**src/rtl/seg7_scan_ctrl_if.sv**
```systemverilog
// Host write channel for seg7_scan_ctrl.
//   iDATA  : packed BCD value, nibble i belongs to digit i
//   iVALID : host offers iDATA
//   oREADY : controller can take iDATA
// master = host side, slave = scan controller side.
interface seg7_scan_ctrl_if #(
  parameter int DIGITS = 4
);
  logic [4*DIGITS-1:0] iDATA;
  logic                iVALID;
  logic                oREADY;

  modport master (output iDATA, output iVALID, input oREADY);
  modport slave  (input iDATA, input iVALID, output oREADY);
endinterface

```
**src/rtl/seg7_scan_ctrl.sv**
```systemverilog
// Time-multiplexed scan controller for a common-anode 7-segment display.
// One BCD nibble is presented at a time on oBCD (for a shared decoder) with
// the matching active-low digit enable. Host values are staged in a pending
// register and only committed to the display at a frame boundary, so a frame
// never mixes old and new digits. A dark gap precedes each lit digit, and
// leading zeros can optionally be blanked.
// Ports:
//   iCLK, iRST : clock, synchronous active-high reset
//   iEN        : scan enable, low forces the display dark
//   bus        : host write channel (iDATA / iVALID / oREADY)
//   oBCD       : nibble to the decoder, 4'hF = blank
//   oDIG_N     : active-low digit enables, at most one low
//   oFRAME     : one-cycle pulse at each frame boundary
module seg7_scan_ctrl #(
  parameter int DIGITS = 4,
  parameter int DWELL  = 1000,
  parameter int BLANK  = 16,
  parameter int LZB    = 1
) (
  input  logic                  iCLK,
  input  logic                  iRST,
  input  logic                  iEN,
  seg7_scan_ctrl_if.slave       bus,
  output logic [3:0]            oBCD,
  output logic [DIGITS-1:0]     oDIG_N,
  output logic                  oFRAME
);

  localparam int CMAX0 = (DWELL > BLANK) ? DWELL : BLANK;
  localparam int CMAX  = (CMAX0 > 2) ? CMAX0 : 2;
  localparam int CW    = $clog2(CMAX);
  localparam int IW    = (DIGITS > 1) ? $clog2(DIGITS) : 1;

  localparam logic [CW-1:0] DW_LAST  = CW'(DWELL - 1);
  localparam logic [CW-1:0] BL_LAST  = (BLANK > 0) ? CW'(BLANK - 1) : '0;
  localparam logic [IW-1:0] IDX_LAST = IW'(DIGITS - 1);

  typedef enum logic {ST_BLANK, ST_SHOW} state_e;

  state_e              state_q, state_d;
  logic [IW-1:0]       idx_q, idx_d;
  logic [CW-1:0]       cnt_q, cnt_d;
  logic [4*DIGITS-1:0] disp_q, disp_d;
  logic [4*DIGITS-1:0] pend_q, pend_d;
  logic                ready_q, ready_d;
  logic [3:0]          bcd_q, bcd_d;
  logic [DIGITS-1:0]   dig_n_q, dig_n_d;
  logic                frame_q, frame_d;
  logic                xfer, commit;

  // Nibble actually shown for digit i: blanked when it and all higher
  // nibbles are zero (digit 0 is always shown).
  function automatic logic [3:0] eff_nib(input logic [4*DIGITS-1:0] v,
                                         input logic [IW-1:0]       i);
    logic [3:0] nib;
    logic       hi_zero;
    nib     = 4'h0;
    hi_zero = 1'b1;
    for (int k = 0; k < DIGITS; k++) begin
      if (IW'(k) == i) nib = v[4*k +: 4];
      if ((IW'(k) >= i) && (v[4*k +: 4] != 4'h0)) hi_zero = 1'b0;
    end
    if ((LZB != 0) && (i != '0) && hi_zero) return 4'hF;
    return nib;
  endfunction

  // State register plus registered outputs and data registers
  always_ff @(posedge iCLK) begin
    if (iRST) begin
      state_q <= ST_BLANK;
      idx_q   <= '0;
      cnt_q   <= '0;
      disp_q  <= '0;
      pend_q  <= '0;
      ready_q <= 1'b1;
      bcd_q   <= 4'hF;
      dig_n_q <= '1;
      frame_q <= 1'b0;
    end else begin
      state_q <= state_d;
      idx_q   <= idx_d;
      cnt_q   <= cnt_d;
      disp_q  <= disp_d;
      pend_q  <= pend_d;
      ready_q <= ready_d;
      bcd_q   <= bcd_d;
      dig_n_q <= dig_n_d;
      frame_q <= frame_d;
    end
  end

  // Next-state logic
  always_comb begin
    state_d = state_q;
    idx_d   = idx_q;
    cnt_d   = cnt_q;
    frame_d = 1'b0;
    if (!iEN) begin
      state_d = ST_BLANK;
      idx_d   = '0;
      cnt_d   = '0;
    end else begin
      case (state_q)
        ST_BLANK: begin
          // With BLANK=0 this state is only ever entered from reset or
          // disable, and is left on the first enabled edge.
          if ((BLANK == 0) || (cnt_q == BL_LAST)) begin
            state_d = ST_SHOW;
            cnt_d   = '0;
          end else begin
            cnt_d = cnt_q + CW'(1);
          end
        end
        default: begin
          if (cnt_q == DW_LAST) begin
            cnt_d   = '0;
            state_d = (BLANK == 0) ? ST_SHOW : ST_BLANK;
            if (idx_q == IDX_LAST) begin
              idx_d   = '0;
              frame_d = 1'b1;
            end else begin
              idx_d = idx_q + IW'(1);
            end
          end else begin
            cnt_d = cnt_q + CW'(1);
          end
        end
      endcase
    end
  end

  // Handshake and commit. A pending value exists exactly when ready is low,
  // so a transfer and a commit can never coincide on the same value. While
  // disabled the display is dark, so pending data commits at once.
  always_comb begin
    xfer    = bus.iVALID & ready_q;
    commit  = (frame_d | ~iEN) & ~ready_q;
    disp_d  = commit ? pend_q : disp_q;
    pend_d  = xfer ? bus.iDATA : pend_q;
    ready_d = ready_q;
    if (commit) ready_d = 1'b1;
    if (xfer)   ready_d = 1'b0;
  end

  // Output logic, decoded from the next state so the registered pins line
  // up with the state register.
  always_comb begin
    bcd_d   = 4'hF;
    dig_n_d = '1;
    if (state_d == ST_SHOW) begin
      dig_n_d[idx_d] = 1'b0;
      bcd_d          = eff_nib(disp_d, idx_d);
    end
  end

  assign bus.oREADY = ready_q;
  assign oBCD       = bcd_q;
  assign oDIG_N     = dig_n_q;
  assign oFRAME     = frame_q;

endmodule
```
**src/flat_wrapper.sv**
```systemverilog
// flat-port wrapper written by rule: the top's interface ports become plain ports
module seg7_scan_ctrl_flat 
#(
  parameter int DIGITS = 4,
  parameter int DWELL  = 1000,
  parameter int BLANK  = 16,
  parameter int LZB    = 1
)
  (iCLK, iRST, iEN, oBCD, oDIG_N, oFRAME, bus_iDATA, bus_iVALID, bus_oREADY);
  seg7_scan_ctrl_if #(.DIGITS(DIGITS)) bus_i ();
  input  logic iCLK;
  input  logic iRST;
  input  logic iEN;
  output logic [3:0] oBCD;
  output logic [DIGITS-1:0] oDIG_N;
  output logic oFRAME;
  input wire logic [$bits(bus_i.iDATA)-1:0] bus_iDATA;
  input wire logic [$bits(bus_i.iVALID)-1:0] bus_iVALID;
  output wire logic [$bits(bus_i.oREADY)-1:0] bus_oREADY;
  assign bus_i.iDATA = bus_iDATA;
  assign bus_i.iVALID = bus_iVALID;
  assign bus_oREADY = bus_i.oREADY;
  seg7_scan_ctrl #(.DIGITS(DIGITS), .DWELL(DWELL), .BLANK(BLANK), .LZB(LZB)) u_core (.iCLK(iCLK), .iRST(iRST), .iEN(iEN), .bus(bus_i), .oBCD(oBCD), .oDIG_N(oDIG_N), .oFRAME(oFRAME));
endmodule
```
**config.mk**
```make
export PLATFORM = sky130hd
export DESIGN_NAME = seg7_scan_ctrl_flat
export DESIGN_NICKNAME = d
export VERILOG_FILES = /design/src/rtl/seg7_scan_ctrl_if.sv /design/src/rtl/seg7_scan_ctrl.sv /design/src/flat_wrapper.sv
export SDC_FILE = /design/constraint.sdc
export NUM_CORES = 1
export LEC_CHECK = 0
export ABC_AREA = 1
export BUFFER_PORTS_ARGS = -buffer_cell sky130_fd_sc_hd__buf_2
export CAP_MARGIN = 25
export CORE_MARGIN = 2
export CORE_UTILIZATION = 25
export DETAILED_ROUTE_END_ITERATION = 16
export HOLD_SLACK_MARGIN = 0.15
export SLEW_MARGIN = 20
export SYNTH_ARGS = -nofsm -noshare
export SYNTH_HDL_FRONTEND = slang
export SYNTH_SLANG_ARGS = --single-unit
```
**constraint.sdc**
```tcl
create_clock -name iCLK -period 2.2 [get_ports iCLK]
set_clock_uncertainty 0.1 [all_clocks]
set_input_delay 0.11 -clock iCLK [delete_from_list [all_inputs] [get_ports iCLK]]
set_output_delay 0.11 -clock iCLK [all_outputs]
set_load 0.005 [all_outputs]
```
# --- Yosys cells after proc, flatten, opt, wreduce, memory -nomap -nowiden ---
# Index checks and enable logic that the tools add are counted.
# Widths: inputs -> output; s select.
classes:
  order_cmp: 6
  reduce_logical: 15
  n_mux: 33
  bitwise_logic: 7
  eq_ne: 6
  n_addsub: 2
op_table:
  columns: ["op", "n"]
  rows:
  - ["$mux 10", 3]
  - ["$mux 4", 6]
  - ["$mux 1", 18]
  - ["$mux 16", 1]
  - ["$reduce_bool 4->1", 4]
  - ["$add 10x1->10 const B", 1]
  - ["$eq 10x10->1 const B", 1]
  - ["$eq 10x4->1 const B", 1]
  - ["$mux 2", 4]
  - ["$logic_and 1x1->1", 6]
  - ["$eq 2x2->1 const A", 2]
  - ["$ge 1x2->1 const A", 2]
  - ["$ge 2x2->1 const A", 2]
  - ["$not 4->4", 1]
  - ["$reduce_bool 2->1", 2]
  - ["$reduce_or 2->1", 2]
  - ["$lt 2x3->1 const B", 1]
  - ["$not 1->1", 3]
  - ["$add 2x1->2 const B", 1]
  - ["$and 1x1->1", 2]
  - ["$demux 1 s2", 1]
  - ["$eq 1x2->1 const A", 1]
  - ["$eq 2x2->1 const B", 1]
  - ["$ge 2x1->1 const B", 1]
  - ["other kinds (2)", 2]
word_totals:
  inputBits: 20
  wordCells: 78
  reg_bits: 55
  out_inout_bits: 10

# --- Longest topological paths before layout ---
# Gate-level depths: netlist of the first run.
logic_depth:
  depth_word: 19
  depth_mapped: 15
  mapped_depth_nobuf: 15

# --- Worst setup path before layout of the first run ---
# OpenSTA, ideal clock, no wires.
synth_path:
  path_kind: "register to register"
  start: "register u_core.cnt_q[0]"
  end: "register u_core.bcd_q[1] (netlist: u_core.oBCD[1])"
  path_buffers: 1
  slack_ns: 0.363
  period_less_slack_ns: 1.837
  t_arrival_ns: 1.594
  required_time_ns: 1.957
  path_stages_with_launch: 13
  path_cell_list: "dfxtp_1 -> ha_1 -> nand2_1 -> inv_1 -> nand4_4 -> nand2_4 -> nand2_4 -> buf_2 -> o21a_1 -> nand2_1 -> nand3_1 -> nor2_1 -> nand3_1"
synth_between:
  elab_chain_len: 18
  elab_cells_between_ends: 47
synth_lines:
  columns: ["element", "line", "source"]
  rows:
  - ["from (decl)", "seg7_scan_ctrl.sv:42", "logic [CW-1:0] cnt_q, cnt_d;"]
  - ["from (signal assigned)", "seg7_scan_ctrl.sv:82", "cnt_q <= cnt_d;"]
  - ["$eq 10x10->1", "seg7_scan_ctrl.sv:115", "if (cnt_q == DW_LAST) begin"]
  - ["$mux 1", "seg7_scan_ctrl.sv:115", null]
  - ["$mux 1", "seg7_scan_ctrl.sv:103", "case (state_q)"]
  - ["$mux 1", "seg7_scan_ctrl.sv:98", "if (!iEN) begin"]
  - ["$or 1x1->1", "seg7_scan_ctrl.sv:137", "commit = (frame_d | ~iEN) & ~ready_q;"]
  - ["$and 1x1->1", "seg7_scan_ctrl.sv:137", null]
  - ["$mux 16", "seg7_scan_ctrl.sv:138", "disp_d = commit ? pend_q : disp_q;"]
  - ["$reduce_bool 4->1", "seg7_scan_ctrl.sv:61", "if ((IW'(k) >= i) && (v[4*k +: 4] != 4'h0)) hi_zero = 1'b0;"]
  - ["$logic_and 1x1->1", "seg7_scan_ctrl.sv:61", null]
  - ["$mux 1 (4 in a row)", "seg7_scan_ctrl.sv:61", null]
  - ["$mux 1", "seg7_scan_ctrl.sv:150", "if (state_d == ST_SHOW) begin"]
  - ["$logic_and 1x1->1", "seg7_scan_ctrl.sv:63", "if ((LZB != 0) && (i != '0) && hi_zero) return 4'hF;"]
  - ["$mux 1", "seg7_scan_ctrl.sv:63", null]
  - ["$mux 1", "seg7_scan_ctrl.sv:150", null]
  - ["$mux 4", "seg7_scan_ctrl.sv:64", "return nib;"]
  - ["to (signal assigned)", "seg7_scan_ctrl.sv:76", "bcd_q <= 4'hF;"]
  - ["to (signal assigned)", "seg7_scan_ctrl.sv:86", "bcd_q <= bcd_d;"]
  - ["to (decl)", "seg7_scan_ctrl.sv:46", "logic [3:0] bcd_q, bcd_d;"]
# Parallel ways exist; a longest one is shown, timed or not. The select of a mux whose other input is x is not followed.
# A chain may end at the register's enable or synchronous reset.

# --- Worst setup path in the final report of the first run ---
layout_path:
  start: "register u_core.cnt_q[5]"
  end: "register u_core.bcd_q[2] (netlist: u_core.oBCD[2])"
# The elaborated chain is that of the path after synthesis.

==> metrics.txt, run 1 <==
outcome completed; 1st-iter DRT viols 89; register bit total from synthesis 55; Post-Route Setup TNS 0 ns; worst vdd ir 0.0002586 V; Root Driver clkbuf_8; vias post-DR 2031; Fin. Hold Viols 0; Post-Place Worst Slack 0.01480 ns; GR Layer Usage met1 15.19%; Reg power frac 57.6%; unrepaired setup endpoints after global routing no; all-layer global routing usage 10.64%; global-route wire length before repair 8597 um; initial core utilization 25.83%; Peak Freq 493.6 MHz; Switching Fraction 26.24%; worst min path class input port to register; cell with the biggest individual delay on the critical path dfxtp_4; Netlist cell types 34; post-layout min period 2.026 ns; Post-Route WL 5107 um; core area 8763 um2; Detailed Place HPWL 3734 um; Hold Crit Endpoint u_core.pend_q[3]; wire per inst 10.96 um; antenna violations before repair 0; Clock Latency Late Sink 0.31 ns; type of element capturing the critical path register; ANT nets after route 0; vias in the first global route 1872; Site Rows 34; CP Buf/Inv Count 1; area grow syn2layout 28.36%; fin nets 379; Top delay family on crit path simple AND/OR/NAND/NOR gates; TritonCTS Sinks 55; diode count 0; die width 99.15 um; Port Buf Inserts 29; power share of the clock group 30.7%; share of cells above drive strength 1 20.67%; net switching power 0.4815 mW; max cap viols 0; grt peak-use layer met2; fin crit share 92.09%; cts bufs inserted 5; post-layout utilization of the core 33.15%; routability cong. 0.8161; Pins Over Slew Limit 0; Die ar. 9831 um2; Avg Cell Area, Syn 7.470 um2; HP Start bus_iVALID; R2R setup slack 0.17 ns; sequential-to-total area share from yosys stat 48.65%; Slowest Stage Delay on Critical Path 0.38 ns; IO Pins 30; Worst EP required 2.29 ns; kind of critical path register to register; Syn Nets 325; H-tree depth 2; Min Hold Slack 0.1668 ns; Syn. warnings 0; crit path max fanout 13; Detailed Routing Iterations Pass 1 4; setup slack after layout 0.1739 ns; synthesized cell area 2263 um2; R2R Path End u_core.oBCD[2]; power density over cell area 631.6 nW/um2; met2 Use GR 15.64%; Filler cells 947; # DRC 0; Mapped Cells 303; Pleak 1.239 nW; largest net degree at the start of global routing 27; Overflow after GRT 0; CP Launch Type register; Avg Vias per Cell 4.358; Worst Path Arrival 2.12 ns; r2r startpoint u_core.cnt_q[5]; Cell Int Power 1.353 mW; setup violators final 0; total power 1.835 mW; clock tree buffer depth 2; combinational power share 11.7%; met3 GRT Util 2.811%; CTS tree built; Clock transition at path regs 0.10 ns; Slew @ Worst Pin 0.3986 ns; critical path, cell by cell nand2_2, inv_2, nand2_2, nor2_4, nand4_4, nand2_8, nand2_4, o21a_1, nand2_1, nand3_1, nor2_1, nand3_1; reg2reg path depth 12; hold path cells 4; Slew HR 73.40%; Die Y 99.15 um
## state kept, by name, summed over array words and instances, names as in the netlist
signal and cells:
u_core.cnt_q 10, u_core.oDIG_N 4, u_core.idx_q 2, u_core.disp_q 16, u_core.state_q 1, u_core.oBCD 4, u_core.bus.oREADY 1, u_core.pend_q 16
u_core.oFRAME 1
## routing by layer
metal / wire, um / part of all wire (%) / up-vias
li1: - / - / 1068
met1: 2647 / 52 / 913
met2: 2138 / 42 / 40
met3: 249 / 4.9 / 10
met4: 71 / 1.4 / 0
met5: 0 / 0 / -
## synthesized netlist by cell type
cell,n,area (um2)
nor2_1,64,240.2
dfxtp_1,55,1101
nand2_1,52,195.2
inv_1,32,120.1
nand3_1,22,110.1
o21ai_0,20,100.1
a21oi_1,10,50.05
clkbuf_1,6,22.52
nor3_1,4,20.02
inv_2,3,11.26
nand2_2,3,18.77
o21ai_2,3,26.28
xor2_1,3,26.28
ha_1,2,25.02
nand2_4,2,22.52
nor2_2,2,12.51
nor4_1,2,12.51
o21a_1,2,15.01
a211oi_1,1,7.510
a31oi_1,1,6.260
and3_1,1,6.260
buf_2,1,5.000
buf_6,1,11.26
clkinv_1,1,3.750
nand3_2,1,10.01
nand4_1,1,6.260
nand4_4,1,21.27
nor2_4,1,11.26
nor3_2,1,10.01
nor3b_1,1,7.510
o211ai_1,1,7.510
o21ai_1,1,5.000
o22ai_1,1,6.260
xnor2_1,1,8.760
## cells in the final DEF (no fill, tap or decap), drive strengths merged
cell / count
xnor2: 1
dlygate4sd3: 18
o21a: 2
nor3b: 1
nand3: 23
buf: 36
and3: 1
clkinvlp: 1
nand4: 2
nor2: 67
xor2: 3
nor3: 5
clkinv: 3
o21ai: 24
o211ai: 1
nor4: 2
dfxtp: 55
a21oi: 10
ha: 2
a211oi: 1
inv: 35
o22ai: 1
a31oi: 1
nand2: 58
clkbuf: 5
## worst register-to-register path: cells and delay by family, from the launching register on
family	cells	cell delay, ns
buffers and inverters	1	0.08
and+or+nand+nor	10	1.14
AOI/OAI and AO/OA	1	0.22
DFF	1	0.38
## power by group through the flow
stage                     clock network, mW  logic, mW  registers [mW]
after floorplan                           0      0.130            1.07
after global placement                    0      0.177            1.08
after detailed placement                  0      0.180            1.08
after CTS                             0.592      0.205            1.06
after global routing                  0.629      0.249            1.06
final                                 0.563      0.215            1.06
## cell type report
cell class,instances,area (um2),area share [%]
flip-flops and latches,55,1107,38.11
clock inverters,3,25.02,0.8613
clock buffers,5,68.82,2.369
well taps,108,135.1,4.651
multi-input cells,205,1056,36.35
repair buffers,54,377.9,13.01
inverters,36,135.1,4.651
## worst max-delay path by stage
stage                         start  slack, ns  cells past startpoint              to
floorplan           u_core.cnt_q[0]       0.36                     12  u_core.oBCD[1]
global placement    u_core.cnt_q[7]       0.15                     13  u_core.oBCD[0]
detailed placement  u_core.cnt_q[7]       0.01                     13  u_core.oBCD[1]
CTS                 u_core.cnt_q[7]       0.07                     13  u_core.oBCD[3]
global route        u_core.cnt_q[7]      0.005                     14  u_core.oBCD[1]
finish              u_core.cnt_q[5]       0.17                     12  u_core.oBCD[2]
## metrics by stage
step / instances / cell area (um2)
after CTS: 461 / 2801
after detailed placement: 435 / 2527
after global placement: 435 / 2527
after floorplan: 303 / 2263
after global routing: 466 / 2905
final: 466 / 2905
## timing repair
| item | 4_1_cts | 5_1_grt |
|---|---|---|
| setup endpoints to repair | 2 | 4 |
| hold buffers | 18 | 0 |
| buffers inserted | 0 | 4 |
| pin swaps | 0 | 5 |
| gates cloned | 0 | 1 |
| endpoints found under the hold margin | 37 | 0 |
| gates resized for setup | 1 | 17 |
## kinds of logic (layout without fill, tap and decap cells)
family	after synthesis	in the layout	share of synthesized area (%)
AND/OR/NAND/NOR	158	159	31.12
buffers and inverters	44	98	7.684
flip-flops	55	55	48.65
XOR/XNOR	4	4	1.548
AO/OA/AOI/OAI	40	40	9.896
adder cells (fa/ha/maj)	2	2	1.105
Power figures use the tool's default switching activity.
==> run 2: changes to the inputs <==
Settings changed: ABC_AREA 1 to 0.
==> run 2 against run 1 <==
Effect of this change:
- the run now ends with negative setup slack left
- register-to-register slack worse by 0.20 ns
- critical path type unchanged
- combinational power down 26%
- critical endpoint unchanged
- non-clock buffer count grew 11
- highest routed layer unchanged
- hold slack better by 0.0087 ns
- synthesized cell count decreased by 23%
==> metrics.txt, run 2 <==
Worst Path Arrival 2.35 ns (+0.23 ns); WL met2 2309 um (+8.0%); type of element capturing the critical path register; most common cell in the netlist dfxtp_1; post-layout utilization of the core 33.39% (+0.23 points); Peak Freq 449.8 MHz (-8.9%); die width 98.92 um (-0.24%); Post-Route WL 5053 um (-1.1%); reg2reg path depth 8 (-4); antenna violations before repair 0 (unchanged); outcome finished with violations; Clock Latency Late Sink 0.31 ns (about the same); routability cong. 0.7991 (-2.1%); ANT nets after route 0 (unchanged); Compound-Gate Fraction of Synth Area 8.556% (-1.3 points); core area 8721 um2 (-0.49%); post-layout min period 2.223 ns (+0.1970 ns); initial core utilization 25.82% (about the same); Synth Area in Simple Gates 22.61% (-8.5 points); Die ar. 9784 um2 (-0.47%); register bit total from synthesis 55 (unchanged); 1st-iter DRT viols 64 (-28%); Port Buf Inserts 29 (unchanged); HP Start iEN; IO Pins 30 (unchanged); TritonCTS Sinks 55 (unchanged); commonest cells after routing, fill and taps aside dfxtp_1 (52), nand2_1 (42), nor2_1 (29), buf_2 (29), a21oi_1 (20); vias in the first global route 1740 (-7.1%); Switching Fraction 24.12% (-2.1 points); area grow syn2layout 29.28%; ys flop type dfxtp_1; clock tree buffer depth 2 (unchanged); cts bufs inserted 5 (unchanged); # DRC 0 (unchanged); R2R Path End u_core.oBCD[2]; Filler cells 887 (-6.3%); Syn. warnings 0 (unchanged); Netlist cell types 34 (unchanged); routed length on met3 206 um (-17%); vias post-DR 1803 (-11%); wire per inst 12.54 um (+14%); Detailed Place HPWL 3655 um (-2.1%); synth cell count leaders dfxtp_1 (55), nand2_1 (42), nor2_1 (29); net switching power 0.4197 mW (-13%); diode count 0 (unchanged); Post-synth ARST share 0% (unchanged); power density over cell area 597.7 nW/um2 (-5.4%); area fraction of the dominant cell type after synthesis 48.89% (+0.24 points); Root Driver clkbuf_8; biggest regs u_core.disp_q: 16 flops, u_core.pend_q: 16 flops, u_core.cnt_q: 10 flops; setup violators final 4 (+4); Clock transition at path regs 0.10 ns (about the same); Slew @ Worst Pin 0.5370 ns (+0.1384 ns); main combinational cell family by area after synthesis simple AND/OR/NAND/NOR gates; Site Rows 34 (unchanged); largest net degree at the start of global routing 36 (+33%); failing checks negative setup slack; Reg power frac 59.8% (+2.2 points); sequential-to-total area share from yosys stat 48.89% (+0.24 points); Pleak 1.288 nW (+4.0%); Cell Int Power 1.320 mW (-2.4%); all-layer global routing usage 10.90% (+0.27 points); EDFF count, synth 0 (unchanged); synthesized cell area 2252 um2 (-0.50%); fin crit share 101.0% (+9.0 points); Syn Nets 254 (-22%); Post-Synth XOR/XNOR Area 2.333% (+0.79 points); adder and majority gate portion of the synthesized area 1.111% (+0.0055 points); Pins Over Slew Limit 0 (unchanged); Fin. Hold Viols 0 (unchanged); most common cell after layout, fill and taps aside dfxtp_1; post-synth top area cell dfxtp_1; global-route wire length before repair 8576 um (-0.24%); Hold Crit Endpoint u_core.idx_q[1]; H-tree depth 2 (unchanged); Post-Route Setup TNS -0.06147 ns (-0.06147 ns); Avg Vias per Cell 4.474 (+2.7%); hold path cells 4 (unchanged); worst vdd ir 0.0003824 V (+48%); kind of critical path register to register; combinational power share 9.2% (-2.5 points); power share of the clock group 31.0% (+0.3 points); Avg Cell Area, Syn 9.708 um2 (+30%); met1 wire length 2501 um (-5.5%); unrepaired setup endpoints after global routing yes; r2r startpoint u_core.cnt_q[1]; Die Y 98.92 um (-0.24%); CP Launch Type register; Mapped Cells 232 (-23%); Slew HR 64.20% (-9.2 points); max layer used met4; CTS tree built; post-synthesis mux area share 13.33% (+13 points); worst min path class input port to register; R2R setup slack -0.02 ns (-0.20 ns); fin nets 316 (-17%); setup slack after layout -0.02304 ns (-0.1970 ns); max cap viols 0 (unchanged); Detailed Routing Iterations Pass 1 4 (unchanged); crit path max fanout 4 (-9); Overflow after GRT 0 (unchanged); Worst EP required 2.33 ns (+0.04 ns); Synth area leaders dfxtp_1 (49%), mux2i_1 (8.0%), nand2_1 (7.0%), nor2_1 (4.8%), a21oi_1 (4.4%); share of cells above drive strength 1 25.76% (+5.1 points)
==> run 2: critical path: stages (launching register included) <==
cell and delay (ns):
dfxtp_2 0.36, ha_4 0.15, nand4b_4 0.12, nor4b_4 0.24, buf_6 0.16, mux2i_2 0.22, nand2b_4 0.19, mux4_2 0.51
o211ai_1 0.09
==> run 2: worst max-delay path by stage <==
stage / endpoint / from / slack, ns
floorplan: u_core.oBCD[0] / u_core.cnt_q[1] / -0.02
global placement: u_core.oBCD[2] / u_core.cnt_q[0] / 0.03
detailed placement: u_core.oBCD[2] / u_core.cnt_q[1] / -0.03
CTS: u_core.oBCD[2] / u_core.cnt_q[1] / -0.03
global route: u_core.oBCD[3] / u_core.cnt_q[1] / -0.14
finish: u_core.oBCD[2] / u_core.cnt_q[1] / -0.02
==> run 2: metrics by stage <==
stage	hold slack [ns]	worst slack, ns	area, um2	total power, mW	instances
after floorplan	0.1460	-0.02432	2272	1.154	232
after global placement	0.2506	0.02714	2606	1.198	373
after detailed placement	0.2558	-0.03027	2606	1.200	373
after CTS	0.1669	-0.03334	2893	1.760	401
after global routing	0.1973	-0.1408	2912	1.828	403
final	0.1755	-0.02304	2912	1.740	403
==> run 2: cells by family after synthesis <==
logic type,Yosys count
compound gates,31
xor+xnor,6
fa+ha+maj,2
buf+inv,13
flops,55
mux,24
simple gates,101
==> run 2: timing repair <==
action | CTS | global route
setup endpoints to repair | 4 | 4
hold buffers | 18 | 0
hold endpoints to repair | 19 | 0
buffers inserted | 2 | 2
gates resized for setup | 2 | 1
==> run 2: metal layers <==
metal  vias to the layer above  global-route usage (%)
met3                         4                   2.766
met4                         0                   2.845
met2                        40                   16.84
li1                        926                       -
met1                       833                   15.21
met5                         -                       0
==> run 2: area by class of cell <==
type	instances	area (um2)	share of cell area (%)
clock buffer	5	68.82	2.364
tap	108	135.1	4.641
inverter	3	11.26	0.3868
multi-input combinational	164	1100	37.77
sequential	55	1105	37.95
clock inverter	3	15.01	0.5157
timing repair buffer	65	476.7	16.37
==> run 2: power groups by stage <==
stage	sequential, mW	combinational (mW)	clock, mW
detailed placement	1.06	0.135	0
CTS	1.04	0.160	0.559
finish	1.04	0.160	0.539
floorplan	1.06	0.0967	0
global placement	1.06	0.134	0
global route	1.05	0.181	0.602
